$ cat src/rtl/spi_xform_slave_if.sv
// SPI pin bundle between a master and the transform slave.
// The slave samples sck/ss/mosi in its own clock domain; miso is driven by the slave only.
interface spi_xform_slave_if;
    logic sck;
    logic ss;
    logic mosi;
    logic miso;

    modport master (output sck, output ss, output mosi, input miso);
    modport slave  (input sck, input ss, input mosi, output miso);
endinterface

$ cat src/rtl/spi_xform_slave.sv
// SPI slave test peripheral: receives a DATA_W-bit word on mosi, then returns a
// transformed copy of it on miso in the second half of the frame. sck/ss/mosi are
// oversampled in the system clock domain. done/abort are single-cycle pulses and
// are never high together; frame_cnt counts completed frames modulo 2^CNT_W.
module spi_xform_slave #(
    parameter int DATA_W    = 8,
    parameter int CPOL      = 0,
    parameter int CPHA      = 0,
    parameter int MSB_FIRST = 1,
    parameter int CNT_W     = 16
) (
    input  logic                clock,
    input  logic                resetn,
    spi_xform_slave_if.slave    spi,
    input  logic [1:0]          op,
    output logic                done,
    output logic                abort,
    output logic [DATA_W-1:0]   last_rx,
    output logic [CNT_W-1:0]    frame_cnt,
    output logic [1:0]          dbg_state
);

    localparam int BIT_W = $clog2(DATA_W + 1);
    localparam int PTR_W = $clog2(DATA_W);
    localparam logic SCK_IDLE = (CPOL != 0);
    localparam logic [BIT_W-1:0] LAST_BIT  = BIT_W'(DATA_W - 1);
    localparam logic [PTR_W-1:0] PTR_FIRST = (MSB_FIRST != 0) ? PTR_W'(DATA_W - 1) : '0;
    localparam logic [PTR_W-1:0] PTR_LAST  = (MSB_FIRST != 0) ? '0 : PTR_W'(DATA_W - 1);

    typedef enum logic [1:0] {S_IDLE, S_RX, S_TX, S_DONE} state_t;

    state_t              state_q, state_d;
    logic                sck_meta_q, sck_sync_q, sck_prev_q;
    logic                ss_meta_q, ss_sync_q, ss_prev_q;
    logic                mosi_meta_q, mosi_sync_q;
    logic [BIT_W-1:0]    bit_cnt_q, bit_cnt_d;
    logic [DATA_W-1:0]   rx_sh_q, rx_sh_d;
    logic [DATA_W-1:0]   tx_q, tx_d;
    logic [PTR_W-1:0]    ptr_q, ptr_d;
    logic                tx_seen_q, tx_seen_d;
    logic [DATA_W-1:0]   last_rx_q, last_rx_d;
    logic [CNT_W-1:0]    frame_cnt_q, frame_cnt_d;
    logic                done_q, done_d;
    logic                abort_q, abort_d;

    logic                sck_rise, sck_fall, lead_edge, trail_edge;
    logic                sample_edge, shift_edge, ss_fall;
    logic [DATA_W-1:0]   rx_word;

    function automatic logic [DATA_W-1:0] xform(input logic [DATA_W-1:0] w, input logic [1:0] sel);
        logic [DATA_W-1:0] rev;
        logic [DATA_W-1:0] inv_rev;
        for (int i = 0; i < DATA_W; i++) begin
            rev[i]     = w[DATA_W-1-i];
            inv_rev[i] = ~w[DATA_W-1-i];
        end
        case (sel)
            2'b00:   return rev;
            2'b01:   return w;
            2'b10:   return ~w;
            default: return inv_rev;
        endcase
    endfunction

    // Two-flop synchronisers on every pin, plus previous-value flops for edge detection.
    always_ff @(posedge clock or negedge resetn) begin
        if (!resetn) begin
            sck_meta_q  <= SCK_IDLE;
            sck_sync_q  <= SCK_IDLE;
            sck_prev_q  <= SCK_IDLE;
            ss_meta_q   <= 1'b1;
            ss_sync_q   <= 1'b1;
            ss_prev_q   <= 1'b1;
            mosi_meta_q <= 1'b0;
            mosi_sync_q <= 1'b0;
        end else begin
            sck_meta_q  <= spi.sck;
            sck_sync_q  <= sck_meta_q;
            sck_prev_q  <= sck_sync_q;
            ss_meta_q   <= spi.ss;
            ss_sync_q   <= ss_meta_q;
            ss_prev_q   <= ss_sync_q;
            mosi_meta_q <= spi.mosi;
            mosi_sync_q <= mosi_meta_q;
        end
    end

    assign sck_rise    = sck_sync_q & ~sck_prev_q;
    assign sck_fall    = ~sck_sync_q & sck_prev_q;
    assign lead_edge   = (CPOL != 0) ? sck_fall : sck_rise;
    assign trail_edge  = (CPOL != 0) ? sck_rise : sck_fall;
    assign sample_edge = (CPHA != 0) ? trail_edge : lead_edge;
    assign shift_edge  = (CPHA != 0) ? lead_edge : trail_edge;
    assign ss_fall     = ~ss_sync_q & ss_prev_q;

    // Receive shift register with the newly sampled bit folded in, in wire order.
    assign rx_word = (MSB_FIRST != 0) ? {rx_sh_q[DATA_W-2:0], mosi_sync_q}
                                      : {mosi_sync_q, rx_sh_q[DATA_W-1:1]};

    // State and datapath registers.
    always_ff @(posedge clock or negedge resetn) begin
        if (!resetn) begin
            state_q     <= S_IDLE;
            bit_cnt_q   <= '0;
            rx_sh_q     <= '0;
            tx_q        <= '0;
            ptr_q       <= '0;
            tx_seen_q   <= 1'b0;
            last_rx_q   <= '0;
            frame_cnt_q <= '0;
            done_q      <= 1'b0;
            abort_q     <= 1'b0;
        end else begin
            state_q     <= state_d;
            bit_cnt_q   <= bit_cnt_d;
            rx_sh_q     <= rx_sh_d;
            tx_q        <= tx_d;
            ptr_q       <= ptr_d;
            tx_seen_q   <= tx_seen_d;
            last_rx_q   <= last_rx_d;
            frame_cnt_q <= frame_cnt_d;
            done_q      <= done_d;
            abort_q     <= abort_d;
        end
    end

    // Frame sequencing: ss high always wins over a same-cycle sck edge.
    always_comb begin
        state_d     = state_q;
        bit_cnt_d   = bit_cnt_q;
        rx_sh_d     = rx_sh_q;
        tx_d        = tx_q;
        ptr_d       = ptr_q;
        tx_seen_d   = tx_seen_q;
        last_rx_d   = last_rx_q;
        frame_cnt_d = frame_cnt_q;
        done_d      = 1'b0;
        abort_d     = 1'b0;
        case (state_q)
            S_IDLE: begin
                if (ss_fall) begin
                    state_d   = S_RX;
                    bit_cnt_d = '0;
                    rx_sh_d   = '0;
                end
            end
            S_RX: begin
                if (ss_sync_q) begin
                    abort_d = 1'b1;
                    state_d = S_IDLE;
                end else if (sample_edge) begin
                    rx_sh_d = rx_word;
                    if (bit_cnt_q == LAST_BIT) begin
                        last_rx_d = rx_word;
                        tx_d      = xform(rx_word, op);
                        ptr_d     = PTR_FIRST;
                        tx_seen_d = 1'b0;
                        bit_cnt_d = '0;
                        state_d   = S_TX;
                    end else begin
                        bit_cnt_d = bit_cnt_q + 1'b1;
                    end
                end
            end
            S_TX: begin
                if (ss_sync_q) begin
                    abort_d = 1'b1;
                    state_d = S_IDLE;
                end else if (sample_edge) begin
                    tx_seen_d = 1'b1;
                    if (bit_cnt_q == LAST_BIT) begin
                        done_d      = 1'b1;
                        frame_cnt_d = frame_cnt_q + 1'b1;
                        bit_cnt_d   = '0;
                        state_d     = S_DONE;
                    end else begin
                        bit_cnt_d = bit_cnt_q + 1'b1;
                    end
                end else if (shift_edge && tx_seen_q && (ptr_q != PTR_LAST)) begin
                    // The first bit is already on the wire at TX entry, so the pointer
                    // only moves once the master has sampled at least one TX bit.
                    ptr_d = (MSB_FIRST != 0) ? ptr_q - 1'b1 : ptr_q + 1'b1;
                end
            end
            S_DONE: begin
                if (ss_sync_q) begin
                    state_d = S_IDLE;
                end
            end
            default: state_d = S_IDLE;
        endcase
    end

    assign spi.miso  = (state_q == S_TX) ? tx_q[ptr_q] : 1'b1;
    assign done      = done_q;
    assign abort     = abort_q;
    assign last_rx   = last_rx_q;
    assign frame_cnt = frame_cnt_q;
    assign dbg_state = state_q;

endmodule

$ cat src/flat_wrapper.sv
// flat-port wrapper written by rule: the top's interface ports become plain ports
module spi_xform_slave_flat 
#(
    parameter int DATA_W    = 8,
    parameter int CPOL      = 0,
    parameter int CPHA      = 0,
    parameter int MSB_FIRST = 1,
    parameter int CNT_W     = 16
)
  (clock, resetn, op, done, abort, last_rx, frame_cnt, dbg_state, spi_sck, spi_ss, spi_mosi, spi_miso);
  spi_xform_slave_if spi_i ();
  input  logic clock;
  input  logic resetn;
  input  logic [1:0] op;
  output logic done;
  output logic abort;
  output logic [DATA_W-1:0] last_rx;
  output logic [CNT_W-1:0] frame_cnt;
  output logic [1:0] dbg_state;
  input wire logic [$bits(spi_i.sck)-1:0] spi_sck;
  input wire logic [$bits(spi_i.ss)-1:0] spi_ss;
  input wire logic [$bits(spi_i.mosi)-1:0] spi_mosi;
  output wire logic [$bits(spi_i.miso)-1:0] spi_miso;
  assign spi_i.sck = spi_sck;
  assign spi_i.ss = spi_ss;
  assign spi_i.mosi = spi_mosi;
  assign spi_miso = spi_i.miso;
  spi_xform_slave #(.DATA_W(DATA_W), .CPOL(CPOL), .CPHA(CPHA), .MSB_FIRST(MSB_FIRST), .CNT_W(CNT_W)) u_core (.clock(clock), .resetn(resetn), .spi(spi_i), .op(op), .done(done), .abort(abort), .last_rx(last_rx), .frame_cnt(frame_cnt), .dbg_state(dbg_state));
endmodule
$ cat config.mk
export PLATFORM = sky130hd
export DESIGN_NAME = spi_xform_slave_flat
export DESIGN_NICKNAME = d
export VERILOG_FILES = /design/src/rtl/spi_xform_slave_if.sv /design/src/rtl/spi_xform_slave.sv /design/src/flat_wrapper.sv
export SDC_FILE = /design/constraint.sdc
export NUM_CORES = 1
export LEC_CHECK = 0
export CORE_MARGIN = 8
export CORE_UTILIZATION = 40
export DETAILED_ROUTE_END_ITERATION = 6
export SLEW_MARGIN = 20
export SYNTH_ARGS = -nofsm -noshare
export SYNTH_HDL_FRONTEND = slang
export SYNTH_SLANG_ARGS = --single-unit
$ cat constraint.sdc
create_clock -name clock -period 2.49 [get_ports clock]
set_input_delay 0.3735 -clock clock [delete_from_list [all_inputs] [get_ports clock]]
set_output_delay 0.3735 -clock clock [all_outputs]
set_load 0.02 [all_outputs]
== Word-level counts from Yosys, hierarchy flattened ==
Index checks and enable logic that the tools add are counted.
Word-level totals
  input port bits: 7
  word-level logic and storage cells: 115
  flip-flop bits (word level): 59
  output and inout bits: 29
Operators by class
  add/sub/neg operators: 3
  bitwise gates (word level): 15
  reduce and logical (&&, ||, !) cells: 16
  $lt $le $gt $ge: 1
  mux-type cells: 41
  equality and inequality tests: 21
Operators with widths (number)
  one-hot mux 8 bit (3 select lines): 1
  2-to-1 mux 7 bit: 3
  2-to-1 mux 3 bit: 6
  adder 16 x 1 -> 16 bit (second input constant): 1
  2-to-1 mux 2 bit: 8
  2-to-1 mux 4 bit: 4
  AND reduction 4 bit: 4
  != test 2 x 1 -> 1 bit (second input constant): 7
  one-hot mux 7 bit (2 select lines): 1
  2-to-1 mux 1 bit: 13
  != test 3 x 1 -> 1 bit (second input constant): 4
  AND reduction 6 bit: 2
  NOT 1 bit: 11
  != test 2 bit (second input constant): 4
  NOT 8 bit: 1
  one-hot mux 2 bit (4 select lines): 1
  one-hot mux 4 bit (2 select lines): 1
  AND reduction 7 bit: 1
  == test 2 bit (second input constant): 3
  one-hot mux 3 bit (2 select lines): 1
  nonzero test 2 bit: 3
  adder 4 x 1 -> 4 bit (second input constant): 1
  == test 2 x 1 -> 1 bit (second input constant): 2
  == test 4 x 3 -> 1 bit (second input constant): 1
  other kinds (9): 13

== Depth between registers and ports, before layout ==
Gate-level depths: netlist (run 1).
  depth in word-level cells: 8
  depth in mapped cells: 8
  gate-level depth less buffers: 6

== Worst setup path after synthesis (run 1) ==
Ideal clock, no wire load.
  path type: register to register
  from: reg u_core.state_q[0], in the netlist u_core.dbg_state[0]
  to: reg u_core.frame_cnt_q[15], in the netlist u_core.frame_cnt[15]
  data arrival time: 1743 ps
  clock period less this slack: 1872 ps
  data required time: 2362 ps
  path slack: 618 ps
  cell stages (with the launch flop): 7
  path buffers: 0
  setup time: 128 ps
  path through: dfrtp_1 -> inv_1 -> ha_1 -> nand4bb_1 -> nor4_2 -> or3b_1 -> xnor2_1
Between the ends
  longest elaborated chain between the ends: 2
Ends and longest elaborated chain
  from (decl): line spi_xform_slave.sv:32  | state_t state_q, state_d;
  from (signal assigned): line spi_xform_slave.sv:114  | state_q <= state_d;
  == test 2 bit: line spi_xform_slave.sv:139  | case (state_q)
  AND reduction 4 bit (no line)
  to (signal assigned): line spi_xform_slave.sv:121  | frame_cnt_q <= frame_cnt_d;
  to (decl): line spi_xform_slave.sv:42  | logic [CNT_W-1:0] frame_cnt_q, frame_cnt_d;
Every way passes these cells.
A chain may end at the register's enable or synchronous reset.

== Worst setup path in the final report (run 1) ==
  from: reg u_core.ptr_q[0]
  to: out spi_miso
Between the ends
  longest elaborated chain between the ends: 3
Ends and longest elaborated chain
  from (decl): line spi_xform_slave.sv:39  | logic [PTR_W-1:0] ptr_q, ptr_d;
  from (signal assigned): line spi_xform_slave.sv:118  | ptr_q <= ptr_d;
  binary-select mux 1 bit (select 3 bit): line spi_xform_slave.sv:194  | assign spi.miso = (state_q == S_TX) ? tx_q[ptr_q] : 1'b1;
  2-to-1 mux 1 bit (not written as such): line spi_xform_slave.sv:194
  2-to-1 mux 1 bit: line spi_xform_slave.sv:194
  to (decl): line flat_wrapper.sv:23  | output wire logic [$bits(spi_i.miso)-1:0] spi_miso;
Every way passes these cells. The select of a mux whose other input is x is not followed.

==> impl_metrics.tcl, run 1 <==
set metrics [dict create \
    status "completed" \
    worst_slew_pin_slew_ns 0.727 \
    n_antenna_cell 0 \
    fin_area_mm2 0.00350 \
    yosys.area.top_type "dfrtp_1" \
    p_int_mw 1.80 \
    cp_max_fo 3 \
    slowest_delay_ns 0.53 \
    max_freq_mhz 425 \
    routedWlPerCell_um 13.9 \
    clock_skew_ns 0.0119 \
    yosys.area_share.adder_pct 3.95 \
    ys.flop_type "dfrtp_1" \
    gp_congestion 0.796 \
    synthSimpleGateAreaFrac_pct 16.3 \
    synth_fp_nets 284 \
    fin_ws_ns 0.137 \
    synthCells 268 \
    antenna_found_initial 0 \
    p_leak_nw 1.55 \
    cts_resized 0 \
    synthMuxAreaShare_pct 8.07 \
    synth_compound_area_share_pct 11.2 \
    grt_pass1_vias 2035 \
    crit_buf_inv 1 \
    fin_nets 324 \
    slew_headroom_pct 51.6 \
    cp_data_required_time_ns 2.12 \
    ir_drop_v 0.000386 \
    crit_arrival_ns 1.98 \
    die_x_um 100 \
    die_h_um 100 \
    placementRows 30 \
    cts_tree "yes" \
    endpoint_kind "primary output" \
    yosys_warnings 0 \
    syn_area_mm2 0.00285 \
    crit_chain "mux4_2 > mux2i_1 > nand2_1 > clkdlybuf4s50_1" \
    hp-class "in2async" \
    post_cts_buffers 0 \
    viasPerCell 4.97 \
    grt_pass1_wl_um 9790 \
    netlist-cell-type-count 45 \
    hpwl_um 4050 \
    synth_async_sr_flop_share_pct 100 \
    crit_type "reg2out" \
    drive_gt1_share_pct 12.8 \
    power-per-cell-area_mw_per_mm2 749 \
    start_util_pct 41.8 \
    die_area_mm2 0.0101 \
    tns_ns 0 \
    core-area_mm2 0.00683 \
    start_kind "flop" \
    grtUsageTotal_pct 12.2 \
    syn_to_final_growth_pct 22.7 \
    synth_top_family_by_area "simple AND/OR/NAND/NOR gates" \
    yosysTopAreaCellShare_pct 49.1 \
    cts_root_buf "clkbuf_8" \
    p_sw_share_pct 31.4 \
    hold_ws_ns 0.186 \
    cts-hold-fix-buffers 0 \
    cts_sinks 59 \
    pwr-share-seq_pct 44.4 \
    cts_made_buffers 9 \
    drcViolationCount 0 \
    htree_levels 3 \
    critPathTopFamily "multiplexers" \
    clk_latency_ns 0.34 \
    rsz0062_at_grt "no" \
    dp_slack_ns 0.477 \
    boundaryPins 36 \
    overflow 0 \
    cts_buffer_depth 2 \
    synth-xor-area-share_pct 4.61 \
    path_clk_slew_ns 0.08 \
    routed_wl_um 5690 \
    synth-seq-cells 59 \
    synth-seq-area-share_pct 51.9 \
    yosysMostFrequentCell "dfrtp_1" \
    maxSlewViolCount 0 \
    switchingPower_uw 823 \
    fin_crit_sh_pct 94.5 \
    finalHoldViolCount 0 \
    post_synth.cell_area_avg_um2 10.6 \
    setup_viol 0 \
    crit_path_top_delay_cell "clkdlybuf4s50_1" \
    io_buffers 35 \
    synth_commonest_cells "56 x dfrtp_1, 30 x nand2_1, 29 x o21ai_0" \
    fin_crit_ns 2.35 \
    comb_power_share_pct 22.9 \
    drt_iter0_drc 133 \
    synth_area_leaders "dfrtp_1 49%, o21ai_0 5.1%, ha_1 3.9%, nand2_1 3.9%, mux2_2 3.2%" \
    pwr-share-clk_pct 32.7 \
    first_pass_iters 4 \
    place_area_mm2 0.00331 \
    grt_max_degree 60 \
    ant_nets 0 \
    maxCapViolations 0 \
    synth-edff-count 0 \
    via_count 2034 \
]
==> cell families after synthesis <==
kind of cell             after synthesis
AND/OR/NAND/NOR                       87
flip-flops                            59
AO/OA/AOI/OAI                         51
buffers and inverters                 28
multiplexers                          19
XOR/XNOR                              15
adder cells (fa/ha/maj)                9
==> sequential cells by signal, summed over array words and instances (netlist names) <==
name,count
u_core.mosi_sync_q,1
u_core.abort,1
u_core.sck_sync_q,1
u_core.sck_meta_q,1
u_core.ss_sync_q,1
u_core.sck_prev_q,1
u_core.frame_cnt,16
u_core.done,1
u_core.ss_meta_q,1
u_core.tx_q,8
u_core.rx_sh_q,7
u_core.dbg_state,2
u_core.mosi_meta_q,1
u_core.bit_cnt_q,4
u_core.ss_prev_q,1
u_core.last_rx,8
u_core.tx_seen_q,1
u_core.ptr_q,3
==> layout make-up <==
cell class | instances | area (um2)
multi-input combinational | 181 | 1260
clock buffer | 11 | 131
clock inverter | 5 | 62.6
sequential | 59 | 1480
inverter | 17 | 63.8
tap | 96 | 120
fill | 641 | 3330
timing repair buffer | 40 | 383
==> cells in the final DEF, fill, tap and decap left out, types with 2 or more instances in the layout <==
master / synthesis / layout
o41ai_1: 2 / 2
inv_1: 17 / 17
nand2b_1: 2 / 2
mux4_2: 2 / 2
clkinvlp_4: 0 / 2
o22ai_1: 3 / 3
nor3_1: 3 / 3
mux2i_1: 8 / 8
nor2b_1: 3 / 3
ha_1: 9 / 9
dfrtp_1: 56 / 56
clkbuf_8: 0 / 9
xnor2_1: 10 / 10
nand2_1: 30 / 30
buf_4: 0 / 5
and4_1: 3 / 3
nand3_1: 13 / 13
o21ai_0: 29 / 29
and3_1: 3 / 3
mux2_2: 8 / 8
dfstp_2: 3 / 3
nand4_1: 7 / 7
a22oi_1: 2 / 2
clkbuf_1: 7 / 2
a21oi_1: 7 / 7
xor2_1: 5 / 5
nor2_1: 14 / 14
clkdlybuf4s50_1: 0 / 34
==> worst register-to-register path: cells and delay by family (launching register included) <==
family | cells | cell delay, ns
and+or+nand+nor | 3 | 1.04
buffers and inverters | 1 | 0.12
DFF | 1 | 0.42
xor gates and xnor gates | 1 | 0.13
adders and majority gates | 1 | 0.17
==> metal layers <==
| metal | GRT usage (%) | vias up | routed length [um] |
|---|---|---|---|
| met1 | 15.9 | 970 | 2870 |
| met5 | 0 | - | 0 |
| li1 | - | 1023 | - |
| met4 | 7.33 | 0 | 77 |
| met3 | 2.97 | 8 | 235 |
| met2 | 17.9 | 33 | 2510 |
==> per-stage QoR <==
stage                     instances  util (%)  power (mW)
after global placement          393      48.4        1.79
after global routing            409      51.2        2.78
after CTS                       409      51.2        2.66
final                           409      51.2        2.62
after floorplan                 268         -        1.61
after detailed placement        393      48.4        1.79
==> power by group through the flow <==
stage	logic [mW]	clock network, mW	registers (mW)
3_5_place_dp	0.606	0	1.19
5_1_grt	0.672	0.924	1.18
3_3_place_gp	0.605	0	1.18
4_1_cts	0.609	0.886	1.17
6_report	0.600	0.857	1.16
2_1_floorplan	0.428	0	1.18
==> path summary, 6_finish.rpt <==
path / startpoint / to / slack (ns) / depth (start not counted)
max: u_core.ptr_q[0] / spi_miso / 0.14 / 4
min: resetn / u_core.last_rx[1] / 0.19 / 2
max reg2reg: u_core.dbg_state[0] / u_core.frame_cnt[15] / 0.50 / 6
min reg2reg: u_core.sck_meta_q / u_core.sck_sync_q / 0.35 / 0
max in group asynchronous: resetn / u_core.abort / 1.83 / 2
min in group clock: u_core.sck_meta_q / u_core.sck_sync_q / 0.35 / 0
Power figures use the tool's default switching activity.
==> run 2, diff against run 1 <==
Settings changed: CORE_MARGIN 8 to unset, DONT_BUFFER_PORTS set to 1.
==> impl_metrics.tcl, run 2 (synthesis results as in run 1) <==
set metrics [dict create \
    status "completed" \
    clk_latency_ns 0.34 \
    ant_nets 0 \
    place_area_mm2 0.00297 \
    overflow 0 \
    setup_viol 0 \
    drcViolationCount 0 \
    fin_area_mm2 0.00322 \
    hp-class "in2reg" \
    viasPerCell 5.15 \
    final_common_cell "dfrtp_1" \
    placementRows 30 \
    die_area_mm2 0.00747 \
    drive_gt1_share_pct 14.3 \
    power_mw 2.70 \
    crit_type "reg2reg" \
    boundaryPins 36 \
    fillers 654 \
    die_h_um 86.5 \
    routedWlPerCell_um 14.3 \
    ir_drop_v 0.000410 \
    grt_pass1_wl_um 8800 \
    maxSlewViolCount 0 \
    fin_crit_sh_pct 84.0 \
    finalHoldViolCount 0 \
    hold_end "u_core.ss_meta_q" \
    clock_skew_ns 0.00792 \
    fin_nets 290 \
    dp.cells 357 \
    htree_levels 3 \
    top_usage_layer "met2" \
    cp_max_fo 5 \
    first_pass_iters 6 \
    grt_use_met1_pct 20.8 \
    cts_root_buf "clkbuf_8" \
    multi_input_area_mm2 0.00126 \
    maxCapViolations 0 \
    reg2reg_depth 6 \
    n_antenna_cell 0 \
    cts_tree "yes" \
    cp_data_required_time_ns 2.71 \
    drt_iter0_drc 97 \
    cts_sinks 59 \
    tns_ns 0 \
    start_kind "flop" \
    io_buffers 0 \
    endpoint_kind "flop" \
    cts_made_buffers 9 \
    hold_depth 0 \
    seqCellArea_mm2 0.00148 \
    hpwl_um 3640 \
    met3_usage_pct 4.19 \
    crit_arrival_ns 2.31 \
    max_freq_mhz 478 \
    rr_endpoint "u_core.frame_cnt[15]" \
    rsz0062_at_grt "no" \
    antenna_found_initial 0 \
    worst_slew_pin_slew_ns 0.388 \
    r2r_setup_slack_ns 0.40 \
    syn_to_final_growth_pct 12.9 \
    core-area_mm2 0.00683 \
    final_cell_mix "56 x dfrtp_1, 30 x nand2_1, 29 x o21ai_0, 17 x inv_1, 14 x nor2_1" \
    cts_buffer_depth 2 \
    stdcell_count 375 \
    die_x_um 86.5 \
    routed_wl_um 5380 \
    cts_resized 0 \
    grtUsageTotal_pct 15.6 \
    min_from "spi_ss" \
    post-route-util_pct 47.2 \
    p_leak_nw 1.46 \
    r2r-start "u_core.dbg_state[0]" \
    slew_headroom_pct 73.9 \
    grt_max_degree 60 \
    start_util_pct 41.8 \
    gp_congestion 0.724 \
    power-per-cell-area_mw_per_mm2 838 \
    use_met2_pct 23.2 \
    largest_reg_flops 16 \
    path_clk_slew_ns 0.07 \
    via_count 1931 \
    grt_pass1_vias 1816 \
    fin_crit_ns 2.09 \
]
run 2: layer usage:
metal,vias to the layer above,wire length [um]
met3,12,222
met4,0,124
li1,957,-
met2,33,2390
met5,-,0
met1,929,2640
run 2: area by class of cell:
cell class | count | area share [%]
clock buffers | 11 | 4.39
clock inverters | 5 | 2.41
inverters | 17 | 1.98
multi-input cells | 181 | 39.1
flip-flops and latches | 59 | 45.9
well taps | 96 | 3.73
repair buffers | 6 | 2.49
run 2: where the power goes:
group          leakage [nW]  switching [mW]  total (mW)  internal (mW)
Clock                 0.109           0.371       0.959          0.587
Sequential            0.739           0.123        1.19           1.07
Combinational         0.615           0.314       0.552          0.238
Total                  1.46           0.808        2.70           1.89
run 2: how the worst max path moves through the flow:
| stage | start | end | depth (start not counted) |
|---|---|---|---|
| 5_1_grt | u_core.dbg_state[0] | u_core.frame_cnt[15] | 6 |
| 3_5_place_dp | u_core.dbg_state[0] | u_core.frame_cnt[15] | 6 |
| 3_3_place_gp | u_core.dbg_state[0] | u_core.frame_cnt[15] | 6 |
| 6_report | u_core.dbg_state[0] | u_core.frame_cnt[15] | 6 |
| 4_1_cts | u_core.dbg_state[0] | u_core.frame_cnt[15] | 6 |
| 2_1_floorplan | u_core.dbg_state[0] | u_core.frame_cnt[15] | 6 |
run 2: worst max-delay path: stages, from the launching register on:
cell,delay (ns)
dfrtp_1,0.50
inv_1,0.16
ha_1,0.20
nand4bb_1,0.16
nor4_2,0.43
or3b_1,0.40
xnor2_1,0.13
run 2: through the flow:
stage	setup WS (ns)	hold slack, ns
floorplan	0.618	0.0779
global placement	0.505	0.0801
detailed placement	0.419	0.0798
CTS	0.397	0.0224
global route	0.272	0.0154
finish	0.399	0.0346
run 2: what timing repair did:
item / CTS / global route
hold buffers: 2 / 0
buffers inserted: 0 / 0
hold endpoints to repair: 59 / 0
